**src/rtl/basic_io_pkg.sv**
```systemverilog
// basic_io_pkg -- shared constants for the BASIC INPUT statement reader.
//   ASCII codes recognised by the parser, the reader state enum and the
//   default result width (matches the BASIC integer variable width).
package basic_io_pkg;
    localparam int DATA_W_DEF = 32;

    localparam logic [7:0] SPACE = 8'h20;
    localparam logic [7:0] PLUS  = 8'h2B;
    localparam logic [7:0] MINUS = 8'h2D;
    localparam logic [7:0] CR    = 8'h0D;
    localparam logic [7:0] LF    = 8'h0A;
    localparam logic [7:0] ZERO  = 8'h30;
    localparam logic [7:0] NINE  = 8'h39;

    typedef enum logic [1:0] {IDLE, SIGN, DIGITS, FINISH} state_t;
endpackage

```
**src/rtl/basic_digit_decode.sv**
```systemverilog
// basic_digit_decode -- combinational classifier for one input byte.
//   in_data  : ASCII byte
//   is_digit : byte is '0'..'9'
//   is_term  : byte is CR or LF (line terminator)
//   digit    : numeric value of the byte when is_digit
module basic_digit_decode
    import basic_io_pkg::*;
(
    input  logic [7:0] in_data,
    output logic       is_digit,
    output logic       is_term,
    output logic [3:0] digit
);
    assign is_digit = (in_data >= ZERO) && (in_data <= NINE);
    assign is_term  = (in_data == CR) || (in_data == LF);
    // '0'..'9' are 0x30..0x39, so the low nibble is already the digit value
    assign digit    = in_data[3:0];
endmodule

```
**src/rtl/basic_input_reader.sv**
```systemverilog
// basic_input_reader -- parses one signed decimal integer from an ASCII
// byte stream for the BASIC INPUT statement.
//   clk, reset       : rising-edge clock, synchronous active-high reset
//   start            : one-cycle pulse that begins a parse (IDLE only)
//   in_valid/in_data : byte stream; a byte moves on in_valid && in_ready
//   in_ready         : high while the reader is in SIGN or DIGITS
//   value            : parsed signed result, held until the next parse ends
//   done             : one-cycle pulse the cycle after the terminator
//   err              : qualifies done (malformed, empty or overflowed)
// Optional build macro BASIC_INPUT_ECHO_EN echoes accepted bytes and
// prints "?ERR" for a failed parse (simulation only).
module basic_input_reader
    import basic_io_pkg::*;
#(
    parameter int DATA_W     = DATA_W_DEF,
    parameter int MAX_DIGITS = 10
) (
    input  logic              clk,
    input  logic              reset,
    input  logic              start,
    input  logic              in_valid,
    input  logic [7:0]        in_data,
    output logic              in_ready,
    output logic [DATA_W-1:0] value,
    output logic              done,
    output logic              err
);
    localparam int AW = DATA_W + 4;
    localparam int CW = $clog2(MAX_DIGITS + 2);
    localparam logic [AW-1:0]     LIM_NEG = AW'(1) << (DATA_W - 1);
    localparam logic [AW-1:0]     LIM_POS = LIM_NEG - AW'(1);
    localparam logic [DATA_W-1:0] VMAX    = {1'b0, {(DATA_W-1){1'b1}}};
    localparam logic [DATA_W-1:0] VMIN    = {1'b1, {(DATA_W-1){1'b0}}};

    state_t            r_state, w_next;
    logic [AW-1:0]     r_acc;
    logic              r_neg, r_bad, r_ovf;
    logic [CW-1:0]     r_cnt;
    logic [DATA_W-1:0] r_value;
    logic              r_err;

    logic          w_is_digit, w_is_term, w_accept;
    logic [3:0]    w_digit;
    logic [AW-1:0] w_acc_next, w_lim;
    logic [CW-1:0] w_cnt_inc;
    logic          w_num_ovf, w_cnt_ovf;
    logic [DATA_W-1:0] w_res;
    logic          w_res_err;

    basic_digit_decode u_dec (
        .in_data  (in_data),
        .is_digit (w_is_digit),
        .is_term  (w_is_term),
        .digit    (w_digit)
    );

    assign in_ready = (r_state == SIGN) || (r_state == DIGITS);
    assign w_accept = in_valid && in_ready;
    assign done     = (r_state == FINISH);
    assign value    = r_value;
    assign err      = r_err;

    // Once overflowed, acc is clamped to the limit so acc*10+9 always fits
    // in the extra four bits and further digits cannot wrap it.
    assign w_acc_next = r_acc * AW'(10) + AW'(w_digit);
    assign w_lim      = r_neg ? LIM_NEG : LIM_POS;
    assign w_num_ovf  = (w_acc_next > w_lim);
    // digit counter saturates one past the limit
    assign w_cnt_inc  = (r_cnt == CW'(MAX_DIGITS + 1)) ? r_cnt : r_cnt + CW'(1);
    assign w_cnt_ovf  = (w_cnt_inc > CW'(MAX_DIGITS));

    // Result is latched on the terminator edge so it is valid while done is high.
    assign w_res     = r_ovf ? (r_neg ? VMIN : VMAX)
                             : (r_neg ? -r_acc[DATA_W-1:0] : r_acc[DATA_W-1:0]);
    assign w_res_err = r_bad || r_ovf || (r_cnt == '0);

    always_comb begin
        w_next = r_state;
        case (r_state)
            IDLE:   if (start) w_next = SIGN;
            SIGN:   if (w_accept) begin
                        if (w_is_term)
                            w_next = FINISH;
                        else if (w_is_digit || in_data == MINUS || in_data == PLUS)
                            w_next = DIGITS;
                    end
            DIGITS: if (w_accept && w_is_term) w_next = FINISH;
            FINISH: w_next = IDLE;
            default: w_next = IDLE;
        endcase
    end

    always_ff @(posedge clk) begin
        if (reset) begin
            r_state <= IDLE;
            r_acc   <= '0;
            r_neg   <= 1'b0;
            r_bad   <= 1'b0;
            r_ovf   <= 1'b0;
            r_cnt   <= '0;
            r_value <= '0;
            r_err   <= 1'b0;
        end else begin
            r_state <= w_next;
            if (r_state == IDLE && start) begin
                r_acc <= '0;
                r_neg <= 1'b0;
                r_bad <= 1'b0;
                r_ovf <= 1'b0;
                r_cnt <= '0;
            end
            if (w_accept) begin
                if (w_is_term) begin
                    r_value <= w_res;
                    r_err   <= w_res_err;
                end else if (w_is_digit) begin
                    r_cnt <= w_cnt_inc;
                    if (w_num_ovf) begin
                        r_acc <= w_lim;
                        r_ovf <= 1'b1;
                    end else begin
                        r_acc <= w_acc_next;
                    end
                    if (w_cnt_ovf) r_ovf <= 1'b1;
                end else if (r_state == SIGN && in_data == MINUS) begin
                    r_neg <= 1'b1;
                end else if (!(r_state == SIGN && (in_data == PLUS || in_data == SPACE))) begin
                    // stray character: remembered, otherwise ignored
                    r_bad <= 1'b1;
                end
            end
        end
    end

`ifdef BASIC_INPUT_ECHO_EN
    always @(posedge clk) begin
        if (!reset && w_accept) $write("%c", in_data);
        if (!reset && r_state == FINISH && r_err) $display("?ERR");
    end
`endif
endmodule

```
**config.mk**
```make
export PLATFORM = sky130hd
export DESIGN_NAME = basic_input_reader
export DESIGN_NICKNAME = d
export VERILOG_FILES = /design/src/rtl/basic_io_pkg.sv /design/src/rtl/basic_digit_decode.sv /design/src/rtl/basic_input_reader.sv
export SDC_FILE = /design/constraint.sdc
export NUM_CORES = 1
export LEC_CHECK = 0
export ABC_AREA = 1
export CORE_MARGIN = 2
export CORE_UTILIZATION = 35
export CTS_BUF_LIST = sky130_fd_sc_hd__clkbuf_8 sky130_fd_sc_hd__clkbuf_16
export CTS_CLUSTER_DIAMETER = 200
export DETAILED_ROUTE_END_ITERATION = 8
export GPL_ROUTABILITY_DRIVEN = 0
export GPL_TIMING_DRIVEN = 0
export PLACE_DENSITY_LB_ADDON = 0.25
export SLEW_MARGIN = 30
export SYNTH_ARGS = -nofsm -noshare
export SYNTH_HDL_FRONTEND = slang
export SYNTH_SLANG_ARGS = --single-unit
```
**constraint.sdc**
```tcl
create_clock -name clk -period 6.6 [get_ports clk]
set_clock_uncertainty 0.15 [all_clocks]
set_input_delay 1.98 -clock clk [delete_from_list [all_inputs] [get_ports clk]]
set_output_delay 1.98 -clock clk [all_outputs]
set_load 0.1 [all_outputs]
```
Word-level counts from Yosys, hierarchy flattened. Index checks and enable logic that the tools add are counted.

Register bits after elaboration: 78. Word-level logic and storage cells: 83.

Add/sub/neg operators: 3. Multiply operators: 1. $lt $le $gt $ge: 4. Equality and inequality tests: 13. Multiplexer cells: 37. Reduce and logical (&&, ||, !) cells: 17.

Operator list (count): 36-bit two-way mux (5); 32-bit two-way mux (4); 36-bit by 4-bit adder with 36-bit output (1); 36-bit by 32-bit greater-than comparator with 1-bit output (1); 36-bit by 3-bit multiplier with 35-bit output (second input constant) (1); 32-bit negator (1); 8-bit by 6-bit equality test with 1-bit output (second input constant) (3); 4-bit two-way mux (5); 1-bit two-way mux (17); 8-bit by 4-bit equality test with 1-bit output (second input constant) (2); 2-bit two-way mux (5); 8-bit by 6-bit greater-or-equal comparator with 1-bit output (second input constant) (1); 8-bit by 6-bit <= comparator with 1-bit output (second input constant) (1); 2-bit one-hot mux with 4 select lines (1); 1-bit logical OR (7); 1-bit logical AND (6); 4-bit by 1-bit adder with 4-bit output (second input constant) (1); 2-bit equality test (second input constant) (2); 4-bit equality test (second input constant) (1); 4-bit greater-than comparator (second input constant) (1); 4-bit zero test (1); 2-bit != test (second input constant) (2); 4-bit AND reduction (1); 3-bit by 2-bit != test with 1-bit output (second input constant) (1); 4 further kinds (4).

Logic depth before layout (Yosys ltp). Gate-level depths: netlist of run 1.

Depth after elaboration: 8. Gate-level depth with buffers: 35.

Cells and area by module. From an unflattened synthesis of run 1, not the netlist that was laid out.

Cells, all modules: 1524. Area total of the unflattened synthesis: 8992.4 um^2.

By module, submodules not included: basic_input_reader (instances 1, cells each 1498, area an instance 8872.3 um^2, sequential area each 1541.5 um^2); basic_digit_decode (instances 1, cells each 26, area an instance 120.1 um^2, sequential area each 0.0 um^2).

Worst setup path after synthesis of run 1. Ideal clock, no wire load.

Path type: in2reg. Start: in in_data[1]. End: reg r_acc[4]. Setup time: 0.109 ns. Arrival: 5.254 ns. Data required time: 6.341 ns. Path slack: 1.087 ns. Cell stages on the path: 31. Path buffers: 1. Path through: ha_1 fa_1 nand2_1 nand2_1 nand2_1 nor2_2 nand3_2 nor2_1 nand3_1 nor2_2 nand2_1 nor2_2 nand2_1 nor2_2 xor2_1 ha_1 nand2_1 nor2_1 nor4_1 nand2_1 nand2_1 nand2_1 nand2_1 nand3_2 nor2_4 nand2_2 nand2_4 buf_6 nand3_1 nand2_1 inv_1.

Word-level cells in the longest chain between the ends: 6. Elaborated cells between the ends (all ways): 12. Classes of those cells: add/sub (1); order compare (3); eq/ne (2); mux (4); reduce/logical (2).

Ends and longest elaborated chain: from (decl) (RTL line basic_input_reader.sv:22) `input logic [7:0] in_data,`; 36-bit by 4-bit adder with 36-bit output (RTL line basic_input_reader.sv:65) `assign w_acc_next = r_acc * AW'(10) + AW'(w_digit);`; 36-bit by 32-bit greater-than comparator with 1-bit output (RTL line basic_input_reader.sv:67) `assign w_num_ovf = (w_acc_next > w_lim);`; 36-bit two-way mux (RTL line basic_input_reader.sv:118) `if (w_num_ovf) begin`; 36-bit two-way mux (RTL line basic_input_reader.sv:116) `end else if (w_is_digit) begin`; 36-bit two-way mux * (RTL line basic_input_reader.sv:113) `if (w_is_term) begin`; 36-bit two-way mux * (RTL line basic_input_reader.sv:112) `if (w_accept) begin`; to (signal assigned) (RTL line basic_input_reader.sv:119) `r_acc <= w_lim;`; to (signal assigned) (RTL line basic_input_reader.sv:122) `r_acc <= w_acc_next;`; to (decl) (RTL line basic_input_reader.sv:36) `logic [AW-1:0] r_acc;`.

Every way passes the cells marked *; elsewhere a longest branch is shown, timed or not. A chain may end at the register's enable or synchronous reset.

Final worst setup path of run 1.
Start: in in_data[1]. End: reg r_acc[25].

The elaborated chain is that of the path after synthesis.

==> results.sh, run 1 <==
export IMPL_run_status="completed"
export IMPL_grt_remaining_overflow=0
export IMPL_power_density_nw_per_um2=123
export IMPL_fp_dieH_um=164
export IMPL_crit_path_top_delay_cell="sky130_fd_sc_hd__ha_1"
export IMPL_htree_levels=3
export IMPL_cts_root_to_sink_buffers=2
export IMPL_synth_compound_area_share_pct=11.8
export IMPL_max_slew_violation_count=0
export IMPL_synthDominantAreaCellType="sky130_fd_sc_hd__nand2_1"
export IMPL_full_die_area_um2=27000
export IMPL_most_frequent_cell_on_the_critical_path="sky130_fd_sc_hd__nand2_1"
export IMPL_mostFrequentLayoutCell="sky130_fd_sc_hd__nand2_1"
export IMPL_final_core_utilization_pct=40.5
export IMPL_timing_final_crit_share_pct=95.1
export IMPL_drc_errors=0
export IMPL_crit_type="input pin to register"
export IMPL_route_vias_total=9769
export IMPL_hold_ws_ps=325
export IMPL_synth_seq_cells=77
export IMPL_fillerInstances=2801
export IMPL_hpwlAfterDp_mm=23.3
export IMPL_max_vdd_ir_drop_uv=169
export IMPL_max_slew_margin_pct=34.8
export IMPL_synthDistinctLibCells=45
export IMPL_cts_sink_count=77
export IMPL_timing_hold_violations_final=0
export IMPL_clock_insertion_delay_worst_skew_ps=340
export IMPL_max_cap_check_violation_count=0
export IMPL_synth_simple_area_share_pct=39.7
export IMPL_mostFrequentLayoutCells="sky130_fd_sc_hd__nand2_1, sky130_fd_sc_hd__inv_1, sky130_fd_sc_hd__nand3_1"
export IMPL_grt_pass1_wl_mm=44.9
export IMPL_post_synth_fa_ha_maj_area_fraction_pct=15.3
export IMPL_report_power_total_mw=1.26
export IMPL_grt_max_degree=34
export IMPL_gr_usage_all_layers_pct=20.8
export IMPL_met3_usage_pct=2.13
export IMPL_yosys_warnings=0
export IMPL_worst_hold_path_type="register to register"
export IMPL_first_drt_pass_iteration_count=5
export IMPL_worst_pin_slew_ps=976
export IMPL_place_port_buffers=46
export IMPL_initial_antenna_violation_count=0
export IMPL_critPathMaxFanout=10
export IMPL_diodes=0
export IMPL_route_final_wire_length_mm=27.5
export IMPL_clock_root_buffer="sky130_fd_sc_hd__clkbuf_16"
export IMPL_mappedNetlistNets=1657
export IMPL_io_pins=47
export IMPL_syn_area_um2=9010
export IMPL_sequential_cell_area_um2=1540
export IMPL_reg2reg_setup_slack_ps=920
export IMPL_timing_fmax_mhz=159
export IMPL_synthXorXnorAreaFrac_pct=3.01
export IMPL_standard_cell_row_count=58
export IMPL_startpoint_type="input pin"
export IMPL_drt_initial_drc_count=667
export IMPL_tritoncts="yes"
export IMPL_area_growth_synth_to_final_pct=13.6
export IMPL_post_drt_wl_per_cell_um=14.2
export IMPL_layout_cell_area_non_filler_um2=10200
export IMPL_finalSetupViolations=0
export IMPL_synth_mux_area_fraction_pct=0
export IMPL_critPathArrivalTime_ps=6370
export IMPL_met2_track_demand_over_resource_in_global_routing_pct=34.8
export IMPL_met1_layer_usage_reported_by_global_route_pct=29.1
export IMPL_placedCellCount=1912
export IMPL_clk_pin_slew_worst_paths_ps=60
export IMPL_dieWidth_um=164
export IMPL_antenna_violating_nets_post_route=0
export IMPL_post_route_min_period_ps=6270
export IMPL_dpl_instance_area_um2=9890
export IMPL_post_route_cells_drive_above_1_share_pct=5.06
export IMPL_setup_repair_after_global_routing_missed_its_margin="no"
export IMPL_p_leak_nw=5.41
export IMPL_final_std_cells_w_o_fill=1932
export IMPL_post_synth_cell_area_avg_um2=5.87
export IMPL_setup_worst_path_end_class="register"
export IMPL_nets=1718
export IMPL_post_synth_top_area_fraction_pct=18.1
export IMPL_post_synth_inst_count=1536
export IMPL_cp_data_required_time_ps=6690
export IMPL_main_combinational_cell_family_by_area_after_synthesis="simple AND/OR/NAND/NOR gates"
export IMPL_vias_per_cell=5.06
export IMPL_grt_busiest_layer="met2"
export IMPL_numCtsBuffers=9
export IMPL_initial_core_utilization_pct=35.7
export IMPL_holdBufCountCts=0
export IMPL_placeable_area_um2=25300
export IMPL_first_global_vias=8940
export IMPL_synthTopCellsByArea="sky130_fd_sc_hd__nand2_1, sky130_fd_sc_hd__dfxtp_1, sky130_fd_sc_hd__ha_1, sky130_fd_sc_hd__inv_1, sky130_fd_sc_hd__nand3_1"
export IMPL_cpPeakStageDelay_ps=310
export IMPL_multi_input_area_um2=6310
export IMPL_synth_seq_area_share_pct=17.1
==> cell type report <==
cell class	instances	share of cell area (%)
Timing Repair Buffer	50	4.79
Buffer	39	1.75
Clock inverter	7	0.734
Sequential cell	77	15.1
Inverter	266	9.76
Tap cell	330	4.03
Clock buffer	9	2.20
Multi-Input combinational cell	1154	61.7
==> cell usage after synthesis (all sizes together) <==
library cell and n:
xor2 27, clkinv 1, o22ai 2, xnor2 4
o31ai 2, o21ai 95, nand3 176, or3 1
o21a 1, nor4 4, dfxtp 77, a41oi 1
buf 9, clkbuf 30, a22oi 3, o211a 1
fa 2, nand4 26, o211ai 6, nor3 22
inv 265, a221oi 1, a21boi 1, o32ai 1
a21oi 62, nand2 448, or2 4, a211oi 1
o21bai 4, a31oi 12, o221ai 2, nor2 127
ha 107, nand3b 7, and3 3, and2 1
==> per-stage QoR <==
step / setup TNS (ps) / setup WS [ps]
floorplan: 0 / 1090
global placement: -16660 / -560
detailed placement: -17540 / -590
CTS: 0 / 99.2
global route: 0 / 59.4
finish: 0 / 327
==> state kept, by name (all words and copies together) (netlist names) <==
name,flops
err,1
r_acc,35
r_bad,1
r_cnt,4
r_neg,1
r_ovf,1
r_state,2
value,32
==> what timing repair did <==
action / CTS / global route
endpoints found under the setup margin: 32 / 32
resized for setup: 3 / 6
buffers inserted: 3 / 1
pin swaps: 2 / 1
endpoints found under the hold margin: 0 / 0
==> kinds of logic after synthesis <==
group	after synthesis
buf+inv	305
compound gates	195
simple gates	819
fa+ha+maj	109
flops	77
xor+xnor	31
==> worst max-delay path, delay by kind of cell <==
| family | cells | cell delay, ps |
|---|---|---|
| xor+xnor | 1 | 170 |
| fa+ha+maj | 3 | 730 |
| buf+inv | 4 | 480 |
| simple gates | 24 | 3000 |
==> power by group <==
group          switching (mW)  total [mW]  internal, mW
Clock                   0.205       0.500         0.295
Sequential             0.0140       0.490         0.476
Combinational           0.187       0.271        0.0842
Total                   0.406        1.26         0.854
==> final timing paths <==
kind,start,end,depth (start not counted)
setup / recovery,in_data[1],r_acc[25]$_SDFF_PP0_,32
hold / removal,r_acc[34]$_SDFF_PP0_,r_acc[34]$_SDFF_PP0_,2
setup reg to reg,r_acc[1]$_SDFF_PP0_,r_acc[25]$_SDFF_PP0_,32
hold reg to reg,r_acc[34]$_SDFF_PP0_,r_acc[34]$_SDFF_PP0_,2
==> layer usage <==
| metal | wire, um | vias up |
|---|---|---|
| met5 | 0 | - |
| met4 | 517 | 0 |
| met3 | 1430 | 27 |
| met2 | 12300 | 230 |
| met1 | 13300 | 4439 |
| li1 | - | 5073 |
Power figures use the tool's default switching activity.
==> run 2: changes to the inputs <==
Settings changed: ABC_CLOCK_PERIOD_IN_PS set to 6600, SLEW_MARGIN 30 to 20.
==> results of run 2 <==
The final DEF is identical to that of run 1; final timing and power are the same.
==> run 3: changes to the inputs <==
Settings changed: CORE_MARGIN 2 to unset, CTS_BUF_LIST sky130_fd_sc_hd__clkbuf_8 sky130_fd_sc_hd__clkbuf_16 to sky130_fd_sc_hd__clkbuf_16, GPL_TIMING_DRIVEN 0 to unset.
==> run 3 against run 2 <==
  * Sequential power about the same
  * Final cell count decreased by 0.98%
  * Critical path type unchanged
  * Cell area about the same
  * Routed wire length decreased by 4.4%
  * Critical path depth increased by 1
  * Sequential share of layout area about the same
  * Clock power decreased by 11%
  * Largest cell class unchanged
  * Worst hold slack got worse by 6.3 ps
  * Worst setup slack improved by 80 ps
==> results.sh, run 3 (synthesized netlist as in run 1, its figures left out) <==
export IMPL_startpoint_type="input pin"
export IMPL_largest_delay_contributor_family_on_the_critical_path="simple AND/OR/NAND/NOR gates"
export IMPL_timing_fmax_mhz=161
export IMPL_antenna_violating_nets_post_route=0
export IMPL_critPathMaxFanout=3
export IMPL_post_route_min_period_ps=6190
export IMPL_route_vias_total=9521
export IMPL_worst_hold_path_type="register to register"
export IMPL_cp_data_required_time_ps=6680
export IMPL_grt_remaining_overflow=0
export IMPL_grt_pass1_wl_mm=43.0
export IMPL_hpwlAfterDp_mm=21.4
export IMPL_worst_pin_slew_ps=1050
export IMPL_area_growth_synth_to_final_pct=13.5
export IMPL_power_density_nw_per_um2=118
export IMPL_crit_path_top_delay_cell="sky130_fd_sc_hd__clkdlybuf4s50_1"
export IMPL_cts_sink_count=77
export IMPL_max_vdd_ir_drop_uv=189
export IMPL_grt_max_degree=60
export IMPL_numCtsBuffers=9
export IMPL_tritoncts="yes"
export IMPL_cts_root_to_sink_buffers=2
export IMPL_clock_root_buffer="sky130_fd_sc_hd__clkbuf_16"
export IMPL_finalSetupViolations=0
export IMPL_max_cap_check_violation_count=0
export IMPL_initial_core_utilization_pct=35.8
export IMPL_mostFrequentLayoutCells="sky130_fd_sc_hd__nand2_1, sky130_fd_sc_hd__inv_1, sky130_fd_sc_hd__nand3_1"
export IMPL_timing_hold_violations_final=0
export IMPL_most_frequent_cell_on_the_critical_path="sky130_fd_sc_hd__nand2_1"
export IMPL_crit_type="input pin to register"
export IMPL_max_slew_margin_pct=29.8
export IMPL_holdBufCountCts=0
export IMPL_full_die_area_um2=26400
export IMPL_clock_insertion_delay_worst_skew_ps=340
export IMPL_htree_levels=3
export IMPL_max_slew_violation_count=0
export IMPL_largest_register_ffs=35
export IMPL_vias_per_cell=4.98
export IMPL_cpPeakStageDelay_ps=490
export IMPL_switchingPower_mw=0.396
export IMPL_drt_initial_drc_count=579
export IMPL_critPathArrivalTime_ps=6280
export IMPL_io_pins=47
export IMPL_p_leak_nw=5.42
export IMPL_nets=1699
export IMPL_place_port_buffers=46
export IMPL_power_share_clock_pct=36.8
export IMPL_final_core_utilization_pct=40.6
export IMPL_sw_frac_of_total_pct=32.8
export IMPL_power_frac_comb_pct=22.7
export IMPL_fp_dieH_um=162
export IMPL_hold_ws_ps=319
export IMPL_dieWidth_um=162
export IMPL_final_setup_tns_ps=0
export IMPL_critical_path_buf_inv_count=4
export IMPL_internal_power_mw=0.811
export IMPL_p_seq_share_pct=40.5
export IMPL_placeable_area_um2=25200
export IMPL_gr_usage_all_layers_pct=20.1
export IMPL_diodes=0
export IMPL_mostFrequentLayoutCell="sky130_fd_sc_hd__nand2_1"
export IMPL_first_drt_pass_iteration_count=7
export IMPL_route_final_wire_length_mm=26.3
export IMPL_timing_final_crit_share_pct=93.8
export IMPL_report_power_total_mw=1.21
export IMPL_standard_cell_row_count=58
export IMPL_post_route_cells_drive_above_1_share_pct=5.94
export IMPL_run_status="completed"
export IMPL_drc_errors=0
export IMPL_setup_worst_path_end_class="register"
export IMPL_post_drt_wl_per_cell_um=13.7
export IMPL_clk_pin_slew_worst_paths_ps=60
export IMPL_first_global_vias=8878
export IMPL_initial_antenna_violation_count=0
export IMPL_regMostFlops="r_acc"
==> run 3: changes by cell type in the layout (fill, tap and decap cells not counted), sizes merged <==
cell           change
bufinv             -1
clkbuf            -32
clkdlybuf4s50      +3
clkinvlp           +2
buf               +11
nand2              +1
inv                +1
dlymetal6s2s       -2
clkinv             -2
==> run 3: area by class of cell <==
type | count | area [um2]
fillers | 2783 | 15000
well taps | 330 | 413
inverters | 266 | 998
clock inverters | 7 | 45.0
clock buffers | 9 | 225
flip-flops and latches | 77 | 1540
repair buffers | 69 | 641
multi-input cells | 1155 | 6360
==> run 3: final timing paths <==
| path | from | to | slack (ps) | cells past startpoint |
|---|---|---|---|---|
| setup / recovery | in_data[1] | r_acc[31]$_SDFF_PP0_ | 410 | 33 |
| hold reg to reg | r_acc[33]$_SDFF_PP0_ | r_acc[33]$_SDFF_PP0_ | 320 | 2 |
| hold / removal | r_acc[33]$_SDFF_PP0_ | r_acc[33]$_SDFF_PP0_ | 320 | 2 |
| setup reg to reg | r_acc[1]$_SDFF_PP0_ | r_acc[31]$_SDFF_PP0_ | 1350 | 34 |
==> run 3: routing by layer <==
layer,up-vias,GRT usage [%],part of all wire (%)
met3,37,2.65,3.9
met4,0,5.10,2.2
met1,4264,25.8,47
met2,184,35.2,47
li1,5036,-,-
met5,-,0,0
==> run 3: power by group through the flow <==
stage	clock network, mW	logic [mW]	registers [mW]
final	0.445	0.274	0.489
after global routing	0.470	0.304	0.490
after CTS	0.453	0.268	0.489
after detailed placement	0	0.266	0.500
after global placement	0	0.263	0.500
after floorplan	0	0.195	0.501
==> run 3: per-stage QoR <==
stage | worst slack, ps | cells | area (um2)
2_1_floorplan | 1090 | 1536 | 9010
3_3_place_gp | 17.5 | 1895 | 9880
3_5_place_dp | 71.2 | 1895 | 9880
4_1_cts | 388 | 1911 | 10100
5_1_grt | -14.9 | 1913 | 10200
6_report | 406 | 1913 | 10200
==> run 3: repair_timing <==
item / in CTS / in global routing
endpoints found under the setup margin: 0 / 32
buffers inserted: 0 / 1
gates resized for setup: 0 / 11
==> run 3: worst min-delay path: stages (launching register included) <==
cell and delay (ps):
sky130_fd_sc_hd__dfxtp_1 310, sky130_fd_sc_hd__nand3_1 80, sky130_fd_sc_hd__inv_1 40
